**config.mk**
```make
export PLATFORM = sky130hd
export DESIGN_NAME = debounce_bank
export DESIGN_NICKNAME = d
export VERILOG_FILES = /design/src/rtl/debounce_bank.sv
export SDC_FILE = /design/constraint.sdc
export NUM_CORES = 1
export LEC_CHECK = 0
export ABC_CLOCK_PERIOD_IN_PS = 8700
export CORE_ASPECT_RATIO = 2
export CORE_MARGIN = 5
export CORE_UTILIZATION = 58
export CTS_BUF_LIST = sky130_fd_sc_hd__clkbuf_16
export DETAILED_ROUTE_END_ITERATION = 8
export PLACE_DENSITY = 0.86
export REMOVE_ABC_BUFFERS = 1
export SLEW_MARGIN = 25
export SYNTH_ARGS = -nofsm -noshare
export SYNTH_HDL_FRONTEND = slang
export SYNTH_SLANG_ARGS = --single-unit
```
**constraint.sdc**
```tcl
create_clock -name clk -period 8.7 [get_ports clk]
set_input_delay 1.74 -clock clk [delete_from_list [all_inputs] [get_ports clk]]
set_output_delay 1.74 -clock clk [all_outputs]
set_load 0.02 [all_outputs]
```
**src/rtl/debounce_bank.sv**
```systemverilog
// -----------------------------------------------------------------------------
// debounce_bank
//
// Bank of N_CH independent button/switch debouncers. Each raw input goes
// through a two-flop synchronizer. A per-channel counter then measures how
// long the synchronized value has differed from the current debounced level.
// The new level is accepted only after STABLE_CNT consecutive differing
// cycles. Any bounce back to the current level restarts the count from zero.
//
// Optional feature (compile-time macro DEBOUNCE_AUTOREPEAT_EN):
//   While a channel's debounced level stays high, rise_pulse re-fires once
//   REPEAT_DLY cycles after the accepted rise, and then every REPEAT_PER
//   cycles. A falling acceptance stops the repeats and clears the timer.
//   Without the macro, no repeat timers are built.
//
// Parameters:
//   N_CH        number of channels (1..32)
//   STABLE_CNT  stable cycles needed to accept a new level (>= 2)
//   CNT_W       counter width, 2**CNT_W > STABLE_CNT
//   REPEAT_DLY  auto-repeat initial delay (auto-repeat build only)
//   REPEAT_PER  auto-repeat period       (auto-repeat build only)
//
// Ports:
//   clk         system clock, rising edge
//   btn_reset   asynchronous, active-high reset
//   raw_in      raw asynchronous levels, one bit per channel
//   level_out   debounced level per channel (registered)
//   rise_pulse  one-cycle pulse per accepted 0->1 (plus repeats) (registered)
//   fall_pulse  one-cycle pulse per accepted 1->0 (registered)
// -----------------------------------------------------------------------------
module debounce_bank #(
    parameter int N_CH       = 8,
    parameter int STABLE_CNT = 3000000,
    parameter int CNT_W      = 22,
    parameter int REPEAT_DLY = 50000000,
    parameter int REPEAT_PER = 20000000
) (
    input  logic            clk,
    input  logic            btn_reset,
    input  logic [N_CH-1:0] raw_in,
    output logic [N_CH-1:0] level_out,
    output logic [N_CH-1:0] rise_pulse,
    output logic [N_CH-1:0] fall_pulse
);

    // Reject illegal configurations at elaboration time.
    if ((N_CH < 1) || (N_CH > 32) || (STABLE_CNT < 2) ||
        ((64'd1 << CNT_W) <= 64'(STABLE_CNT)) ||
        (REPEAT_DLY < 1) || (REPEAT_PER < 1)) begin : g_bad_cfg
        $error("debounce_bank: illegal parameter combination");
    end

    logic [N_CH-1:0]            sync1_r;
    logic [N_CH-1:0]            sync2_r;
    logic [N_CH-1:0][CNT_W-1:0] cnt_r;
    logic [N_CH-1:0][CNT_W-1:0] cnt_nxt_s;
    logic [N_CH-1:0]            sync_diff_s;
    logic [N_CH-1:0]            accept_s;
    logic [N_CH-1:0]            rep_fire_s;

    // Per-channel stability counter: clears whenever the synchronized value
    // matches the level, accepts and clears on reaching STABLE_CNT-1, and
    // never goes beyond STABLE_CNT-1.
    always_comb begin
        sync_diff_s = sync2_r ^ level_out;
        accept_s    = {N_CH{1'b0}};
        cnt_nxt_s   = cnt_r;
        for (int ch = 0; ch < N_CH; ch++) begin
            if (!sync_diff_s[ch]) begin
                cnt_nxt_s[ch] = {CNT_W{1'b0}};
            end else if (cnt_r[ch] == CNT_W'(STABLE_CNT - 1)) begin
                accept_s[ch]  = 1'b1;
                cnt_nxt_s[ch] = {CNT_W{1'b0}};
            end else begin
                cnt_nxt_s[ch] = cnt_r[ch] + CNT_W'(1);
            end
        end
    end

    // Synchronizers, counters, debounced level and edge pulses.
    always_ff @(posedge clk or posedge btn_reset) begin
        if (btn_reset) begin
            sync1_r    <= {N_CH{1'b0}};
            sync2_r    <= {N_CH{1'b0}};
            cnt_r      <= {(N_CH*CNT_W){1'b0}};
            level_out  <= {N_CH{1'b0}};
            rise_pulse <= {N_CH{1'b0}};
            fall_pulse <= {N_CH{1'b0}};
        end else begin
            sync1_r    <= raw_in;
            sync2_r    <= sync1_r;
            cnt_r      <= cnt_nxt_s;
            // An accepted channel always flips, so the new level is sync2_r.
            level_out  <= level_out ^ accept_s;
            rise_pulse <= (accept_s & sync2_r) | rep_fire_s;
            fall_pulse <= accept_s & ~sync2_r;
        end
    end

`ifdef DEBOUNCE_AUTOREPEAT_EN
    localparam int REP_MAX = (REPEAT_DLY > REPEAT_PER) ? REPEAT_DLY : REPEAT_PER;
    localparam int REP_W   = $clog2(REP_MAX + 1);

    logic [N_CH-1:0][REP_W-1:0] rep_cnt_r;
    logic [N_CH-1:0][REP_W-1:0] rep_cnt_nxt_s;
    logic [N_CH-1:0]            rep_first_r;
    logic [N_CH-1:0]            rep_first_nxt_s;

    // Repeat timer: counts cycles since the last rise pulse while the level
    // is high. rep_first_r selects the initial delay over the period. An
    // acceptance in either direction restarts the timer. A channel that is
    // accepting a fall never repeats in that cycle, so rise and fall stay
    // exclusive.
    always_comb begin
        rep_fire_s      = {N_CH{1'b0}};
        rep_cnt_nxt_s   = rep_cnt_r;
        rep_first_nxt_s = rep_first_r;
        for (int ch = 0; ch < N_CH; ch++) begin
            if (accept_s[ch]) begin
                rep_cnt_nxt_s[ch]   = {REP_W{1'b0}};
                rep_first_nxt_s[ch] = 1'b1;
            end else if (level_out[ch]) begin
                if (rep_cnt_r[ch] == (rep_first_r[ch] ? REP_W'(REPEAT_DLY - 1)
                                                      : REP_W'(REPEAT_PER - 1))) begin
                    rep_fire_s[ch]      = 1'b1;
                    rep_cnt_nxt_s[ch]   = {REP_W{1'b0}};
                    rep_first_nxt_s[ch] = 1'b0;
                end else begin
                    rep_cnt_nxt_s[ch] = rep_cnt_r[ch] + REP_W'(1);
                end
            end else begin
                rep_cnt_nxt_s[ch]   = {REP_W{1'b0}};
                rep_first_nxt_s[ch] = 1'b1;
            end
        end
    end

    // Repeat timer state.
    always_ff @(posedge clk or posedge btn_reset) begin
        if (btn_reset) begin
            rep_cnt_r   <= {(N_CH*REP_W){1'b0}};
            rep_first_r <= {N_CH{1'b0}};
        end else begin
            rep_cnt_r   <= rep_cnt_nxt_s;
            rep_first_r <= rep_first_nxt_s;
        end
    end
`else
    assign rep_fire_s = {N_CH{1'b0}};
`endif

endmodule

```
### Yosys cells after proc, flatten, opt, wreduce, memory -nomap -nowiden

Cells that the tools add are included.
Widths: inputs -> output; s select.

* register bits: 216
* bits of input ports: 10
* output and inout port bits: 24
* word-level logic and storage cells: 66

* add/sub/neg operators: 8
* equal/unequal tests: 8
* mux-type cells: 32
* bitwise operators: 5

Operator list (count)
* $mux 22: 16
* $add 22x1->22 const B: 8
* $eq 22x22->1 const B: 8
* $and 8x8->8: 2
* $mux 1: 16
* $xor 8x8->8: 2
* $not 8->8: 1

### Depth between registers and ports, before layout

Gate-level depths: netlist of the first run.

* word-level depth: 4
* mapped depth: 7
* gate-level depth less buffers: 5

### Worst setup path after synthesis of the first run

No wires, ideal clock.

* kind: reg-to-output
* start point: reg (tool-made name)
* end point: out level_out[1]
* arrival: 0.497 ns
* data required time: 6.960 ns
* setup slack: 6.463 ns
* cell stages (with the launch flop): 1
* path buffers: 0
* path through: dfrtp_1

RTL lines
* end: declaration: RTL line 41 `output logic [N_CH-1:0] level_out,`

==> results of run 1 <==
flip-flops by register name, indices dropped and copies added (netlist names), named ones only:
| name | cells |
|---|---|
| sync1_r | 8 |
| cnt_r | 176 |
| fall_pulse | 8 |
| sync2_r | 8 |
| rise_pulse | 8 |
placed cells by master (no fill, tap or decap), drive strengths merged, types with 3 or more instances in the layout:
master / instances
ha: 8
mux2: 8
xnor2: 62
nor4: 21
buf: 7
and3: 26
and2: 9
inv: 17
clkdlybuf4s50: 33
a21oi: 56
xor2: 50
nor4b: 5
or3: 45
o21ai: 38
nand4b: 3
nand4: 51
dfrtp: 216
o31ai: 19
nor3b: 19
or2: 4
nor3: 19
nand3: 60
and4: 16
clkbuf: 21
o41ai: 4
clkinv: 8
nor4bb: 3
nand2: 60
nor2: 119
or4: 30
synthesized netlist by cell type, drive strengths merged:
cell type and count:
a21oi 56, a31o 1, a41o 2, and2 9
and3 26, and4 16, and4b 1, buf 3
clkbuf 29, dfrtp 216, ha 8, inv 14
mux2 8, nand2 60, nand3 60, nand3b 1
nand4 51, nand4b 3, nand4bb 1, nor2 119
nor3 19, nor3b 19, nor4 21, nor4b 5
nor4bb 3, o21ai 38, o21ba 2, o31a 2
o31ai 19, o41ai 4, or2 4, or3 45
or3b 1, or4 30, or4b 2, xnor2 62
xor2 50
layer usage:
layer  GRT usage  vias up
met1       0.223     3788
met4      0.0783        0
met5           0        -
met3      0.0249       56
li1            -     3716
met2       0.391      163
power by group through the flow:
stage	combinational [uW]	clock, uW	sequential (uW)
2_1_floorplan	39.9	0	1050
3_3_place_gp	59.6	0	1050
3_5_place_dp	61.1	0	1050
4_1_cts	62.1	888	1030
5_1_grt	70.6	930	1030
6_report	61.1	865	1030
final timing paths:
kind,from,to,slack (ns),depth (start not counted)
hold reg to reg,sync1_r[4]$_DFF_PP0_,sync2_r[4]$_DFF_PP0_,0.35,0
setup / recovery,register,level_out[1],5.39,1
max in group asynchronous,btn_reset,cnt_r[175]$_DFF_PP0_,5.76,4
setup reg to reg,cnt_r[66]$_DFF_PP0_,cnt_r[87]$_DFF_PP0_,6.30,6
hold / removal,sync1_r[4]$_DFF_PP0_,sync2_r[4]$_DFF_PP0_,0.35,0
min in group asynchronous,btn_reset,fall_pulse[1]$_DFF_PP0_,1.76,2
area by class of cell:
type / count / area share
multi-input combinational: 748 / 0.407
timing repair buffer: 40 / 0.0347
sequential: 216 / 0.474
tap: 210 / 0.0230
clock inverter: 13 / 0.0101
inverter: 14 / 0.00570
clock buffer: 21 / 0.0461
cell families (layout without fill, tap and decap cells):
| group | after synthesis | after routing | share of synthesized area |
|---|---|---|---|
| and+or+nand+nor | 496 | 496 | 0.268 |
| AOI/OAI and AO/OA | 124 | 124 | 0.0700 |
| DFF | 216 | 216 | 0.530 |
| muxes | 8 | 8 | 0.00883 |
| buffers and inverters | 46 | 88 | 0.0179 |
| adders and majority gates | 8 | 8 | 0.00981 |
| xor gates and xnor gates | 112 | 112 | 0.0961 |
metrics by stage:
step	setup slack [ns]	utilization	power (uW)
floorplan	1.05	-	1090
global placement	4.71	0.622	1110
detailed placement	4.71	0.622	1110
CTS	5.22	0.659	1980
global route	5.32	0.661	2030
finish	5.39	0.661	1960
==> reports/metrics.cfg, run 1 <==
[power]
p_seq_frac = 0.527
ir_drop_mv = 0.227
combPwrFrac = 0.031
swShare = 0.217
p_per_area_nw_per_um2 = 172
p_int_uw = 1530
p_sw_uw = 425
p_leak_uw = 0.00455
pwr-share-clk = 0.442

[timing]
hold_violations = 0
rsz0062_at_grt = no
fin_crit_ns = 3.31
period_share = 0.381
worstMarginPinSlew_ns = 0.719
max_slew_margin = 0.518
fin_skew_ns = 0.0150
finalSetupViolCount = 0
slew_viol_final = 0
timing.fmax_mhz = 302
fin_setup_tns_ns = 0
timing.hold.ws_ns = 0.347

[clock_tree]
postCtsSetupBuffers = 0
htree_levels = 1
clkTransAtPathRegs_ns = 0.07
clock_latency_ns = 0.50
cts_tree = done
cts_sinks = 216
numCtsBuffers = 20
cts.path.max_buffers = 3
cts-resized-gates = 0
cts_hold_buffers = 0
clockRootBuffer = clkbuf_16

[synthesis]
synth.largest_area_cell = dfrtp_1
yosys_warnings = 0
synth_seq_area_share = 0.530
syn_area_um2 = 10200
syn_area_per_cell_um2 = 10.1
synth_cell_types = 44
ys_ff_latch = 216
synth_area_leaders = dfrtp_1, xnor2_1, nor2_1
synth_top_area_share = 0.530
synth_cells = 1010

[placed_design]
gp_congestion = 0.888
hpwl_mm = 13.8
io_buffers = 33
postPlaceCellArea_um2 = 10700
dp_cells = 1227

[route]
drt-wirelength-per-cell_um = 16.2
routed.top_layer = met4
first_iter_violations = 324
via_per_inst = 6.12
drc = 0
wl_mm = 20.4
routed-wl-met3_um = 737
wl_met2_mm = 11.5
wl_met1_mm = 7.65
vias = 7723
firstDrtPassIters = 5
antenna_left = 0

[grt]
grt_overflow = 0
track_usage = 0.203
grt_pass1_wl_mm = 36.1
grt_max_degree = 141
antenna_found_initial = 0
grt_pass1_vias = 8104

[final_layout]
n_antenna_cell = 0
fillCellCount = 1332
nets = 1058
syn_to_final_growth_pct = 11.8
register_area_um2 = 5410
drive_above_1_share = 0.0580
final_cell_area_um2 = 11400
multi_input_area_um2 = 4640
final_cells = 1262

[critical_path]
critPathKind = register to output pin
crit_buf_inv = 1
arrival_ns = 1.57
cp_max_fo = 6
crit_chain = clkdlybuf4s50_1
critPathMaxStageDelay_ns = 0.64
path_delay_family = buffers and inverters
crit_slowest_cell = clkdlybuf4s50_1
worstSetupEndpointType = output pin
cp-start-kind = register
critical_path_required_ns = 6.96

[floorplanning]
start_util = 0.591
ios = 34
fp.dieW_um = 104
core_um2 = 17300
rows = 68
die_h_um = 198
die_area_um2 = 20500

[worst_hold_path]
hold_path_class = register to register

[job]
cap_viol_max_count = 0

[status]
outcome = finished, final reports clean

Power figures use the tool's default switching activity.
==> run 2, diff against run 1 <==
ABC_CLOCK_PERIOD_IN_PS = 2900   (was 8700)
CORE_UTILIZATION = 55   (was 58)
clock period = 2.9 ns   (was 8.7 ns; I/O delays follow)
==> run 2 against run 1 <==
  * Largest power group unchanged
  * Routed wire length up 1.6%
  * Count of clock-buffer cells in the layout unchanged
  * Critical path type unchanged
  * Global-route usage down 0.40 points
  * Die area up 5.0%
  * Sequential share of layout area down 0.30 points
  * Combinational power rose to 3.1 times the previous value
  * Critical path depth unchanged
  * Sequential power rose to 3.0 times the previous value
  * Utilization down 3.3 points
  * Sequential cell count unchanged
  * Cell count up 1.0%
==> reports/metrics.cfg, run 2 (synthesized netlist as in run 1, its figures left out) <==
[critical_path]
worstSetupEndpointType = output pin  ; unchanged
arrival_ns = 1.60  ; was 1.57 ns
path_delay_family = buffers and inverters  ; unchanged
critPathMaxStageDelay_ns = 0.66  ; was 0.64 ns
critical_path_required_ns = 2.32  ; was 6.96 ns
crit_chain = clkdlybuf4s50_1  ; unchanged
crit_buf_inv = 1  ; unchanged
critPathKind = register to output pin  ; unchanged
cp_max_fo = 6  ; unchanged
crit_slowest_cell = clkdlybuf4s50_1  ; unchanged
cp-start-kind = register  ; unchanged

[floorplanning]
rows = 70  ; was 68
ios = 34  ; unchanged
die_area_um2 = 21500  ; was 20500 um2
start_util = 0.557  ; was 0.591
die_h_um = 203  ; was 198 um
core_um2 = 18300  ; was 17300 um2
fp.dieW_um = 106  ; was 104 um

[timing]
finalSetupViolCount = 0  ; unchanged
timing.fmax_mhz = 459
timing.hold.ws_ns = 0.345  ; was 0.347 ns
slew_viol_final = 0  ; unchanged
fin_crit_ns = 2.18
worstMarginPinSlew_ns = 0.737  ; was 0.719 ns
period_share = 0.752
setup_slack_ns = 0.720  ; was 5.39 ns
fin_setup_tns_ns = 0  ; unchanged
max_slew_margin = 0.504  ; was 0.518
hold_violations = 0  ; unchanged
rsz0062_at_grt = no  ; unchanged
fin_skew_ns = 0.00789  ; was 0.0150 ns

[clock_tree]
cts.path.max_buffers = 3  ; unchanged
numCtsBuffers = 20  ; unchanged
cts_hold_buffers = 0  ; unchanged
clkTransAtPathRegs_ns = 0.07  ; about the same
clockRootBuffer = clkbuf_16  ; unchanged
htree_levels = 1  ; unchanged
cts-resized-gates = 0  ; unchanged
cts_sinks = 216  ; unchanged
postCtsSetupBuffers = 0  ; unchanged
clock_latency_ns = 0.49  ; was 0.50 ns
cts_tree = done  ; unchanged

[route]
wl_mm = 20.7  ; was 20.4 mm
drt-wirelength-per-cell_um = 16.3  ; was 16.2 um
first_iter_violations = 394  ; was 324
firstDrtPassIters = 5  ; unchanged
vias = 7818  ; was 7723
antenna_left = 0  ; unchanged
drc = 0  ; unchanged
via_per_inst = 6.13  ; was 6.12

[final_layout]
final_cell_mix = dfrtp_1, nor2_1, xnor2_1  ; unchanged
largest_register = cnt_r  ; unchanged
drive_above_1_share = 0.0633  ; was 0.0580
nets = 1063  ; was 1058
largest_reg_flops = 176  ; unchanged
syn_to_final_growth_pct = 12.5  ; was 11.8%
final_common_cell = dfrtp_1  ; unchanged
n_antenna_cell = 0  ; unchanged

[placed_design]
pre_cts_ws_ns = 0.731  ; was 4.71 ns
gp_congestion = 0.876  ; was 0.888
io_buffers = 33  ; unchanged
hpwl_mm = 14.6  ; was 13.8 mm

[grt]
grt_max_degree = 69  ; was 141
grt_pass1_wl_mm = 36.6  ; was 36.1 mm
grt_pass1_vias = 8107  ; was 8104
track_usage = 0.199  ; was 0.203
antenna_found_initial = 0  ; unchanged
grt_overflow = 0  ; unchanged

[power]
p_leak_uw = 0.00459  ; was 0.00455 uW
pwr-share-clk = 0.441  ; was 0.442
swShare = 0.215  ; was 0.217
p_sw_uw = 1260  ; was 425 uW
combPwrFrac = 0.033  ; was 0.031
p_per_area_nw_per_um2 = 511  ; was 172 nW/um2
ir_drop_mv = 0.511  ; was 0.227 mV
p_int_uw = 4610  ; was 1530 uW
p_seq_frac = 0.527  ; about the same

[job]
cap_viol_max_count = 0  ; unchanged

[status]
outcome = finished, final reports clean  ; unchanged

[worst_hold_path]
hold_path_class = register to register  ; unchanged

run 2: cell count changes in the layout (fill, tap and decap cells not counted), moves of 2 or more:
| cell | change |
|---|---|
| buf_4 | +3 |
| inv_1 | +3 |
| buf_12 | +2 |
| clkinv_1 | -2 |
run 2: cell type report:
| cell class | instances | area (um2) |
|---|---|---|
| multi-input cells | 748 | 4640 |
| repair buffers | 45 | 458 |
| clock buffers | 21 | 526 |
| fillers | 1447 | 6820 |
| flip-flops and latches | 216 | 5410 |
| inverters | 14 | 60.1 |
| clock inverters | 15 | 123 |
| well taps | 216 | 270 |
run 2: power groups by stage:
| stage | Sequential [uW] | Combinational (uW) | Clock [uW] |
|---|---|---|---|
| after floorplan | 3140 | 120 | 0 |
| after global placement | 3140 | 192 | 0 |
| after detailed placement | 3150 | 197 | 0 |
| after CTS | 3090 | 198 | 2650 |
| after global routing | 3100 | 220 | 2760 |
| final | 3090 | 191 | 2590 |
run 2: final timing paths:
kind,startpoint,end,slack [ns],depth (start not counted)
worst max-delay path,register,level_out[7],0.72,1
worst min-delay path,sync1_r[2]$_DFF_PP0_,sync2_r[2]$_DFF_PP0_,0.34,0
worst max register to register,cnt_r[144]$_DFF_PP0_,cnt_r[143]$_DFF_PP0_,0.73,5
worst min register to register,sync1_r[2]$_DFF_PP0_,sync2_r[2]$_DFF_PP0_,0.34,0
max in group asynchronous,btn_reset,cnt_r[109]$_DFF_PP0_,1.74,3
min in group asynchronous,btn_reset,cnt_r[122]$_DFF_PP0_,0.53,2
run 2: routing by layer:
metal,track usage,share of wire
met1,0.214,0.37
met2,0.387,0.57
met3,0.0232,0.035
met4,0.0760,0.029
met5,0,0
run 2: through the flow:
stage | cell area [um2] | total power [uW] | cells | utilization
after floorplan | 10100 | 3260 | 978 | -
after global routing | 11500 | 6080 | 1275 | 0.627
after global placement | 10800 | 3340 | 1239 | 0.592
after detailed placement | 10800 | 3340 | 1239 | 0.592
after CTS | 11500 | 5930 | 1275 | 0.627
final | 11500 | 5870 | 1275 | 0.627
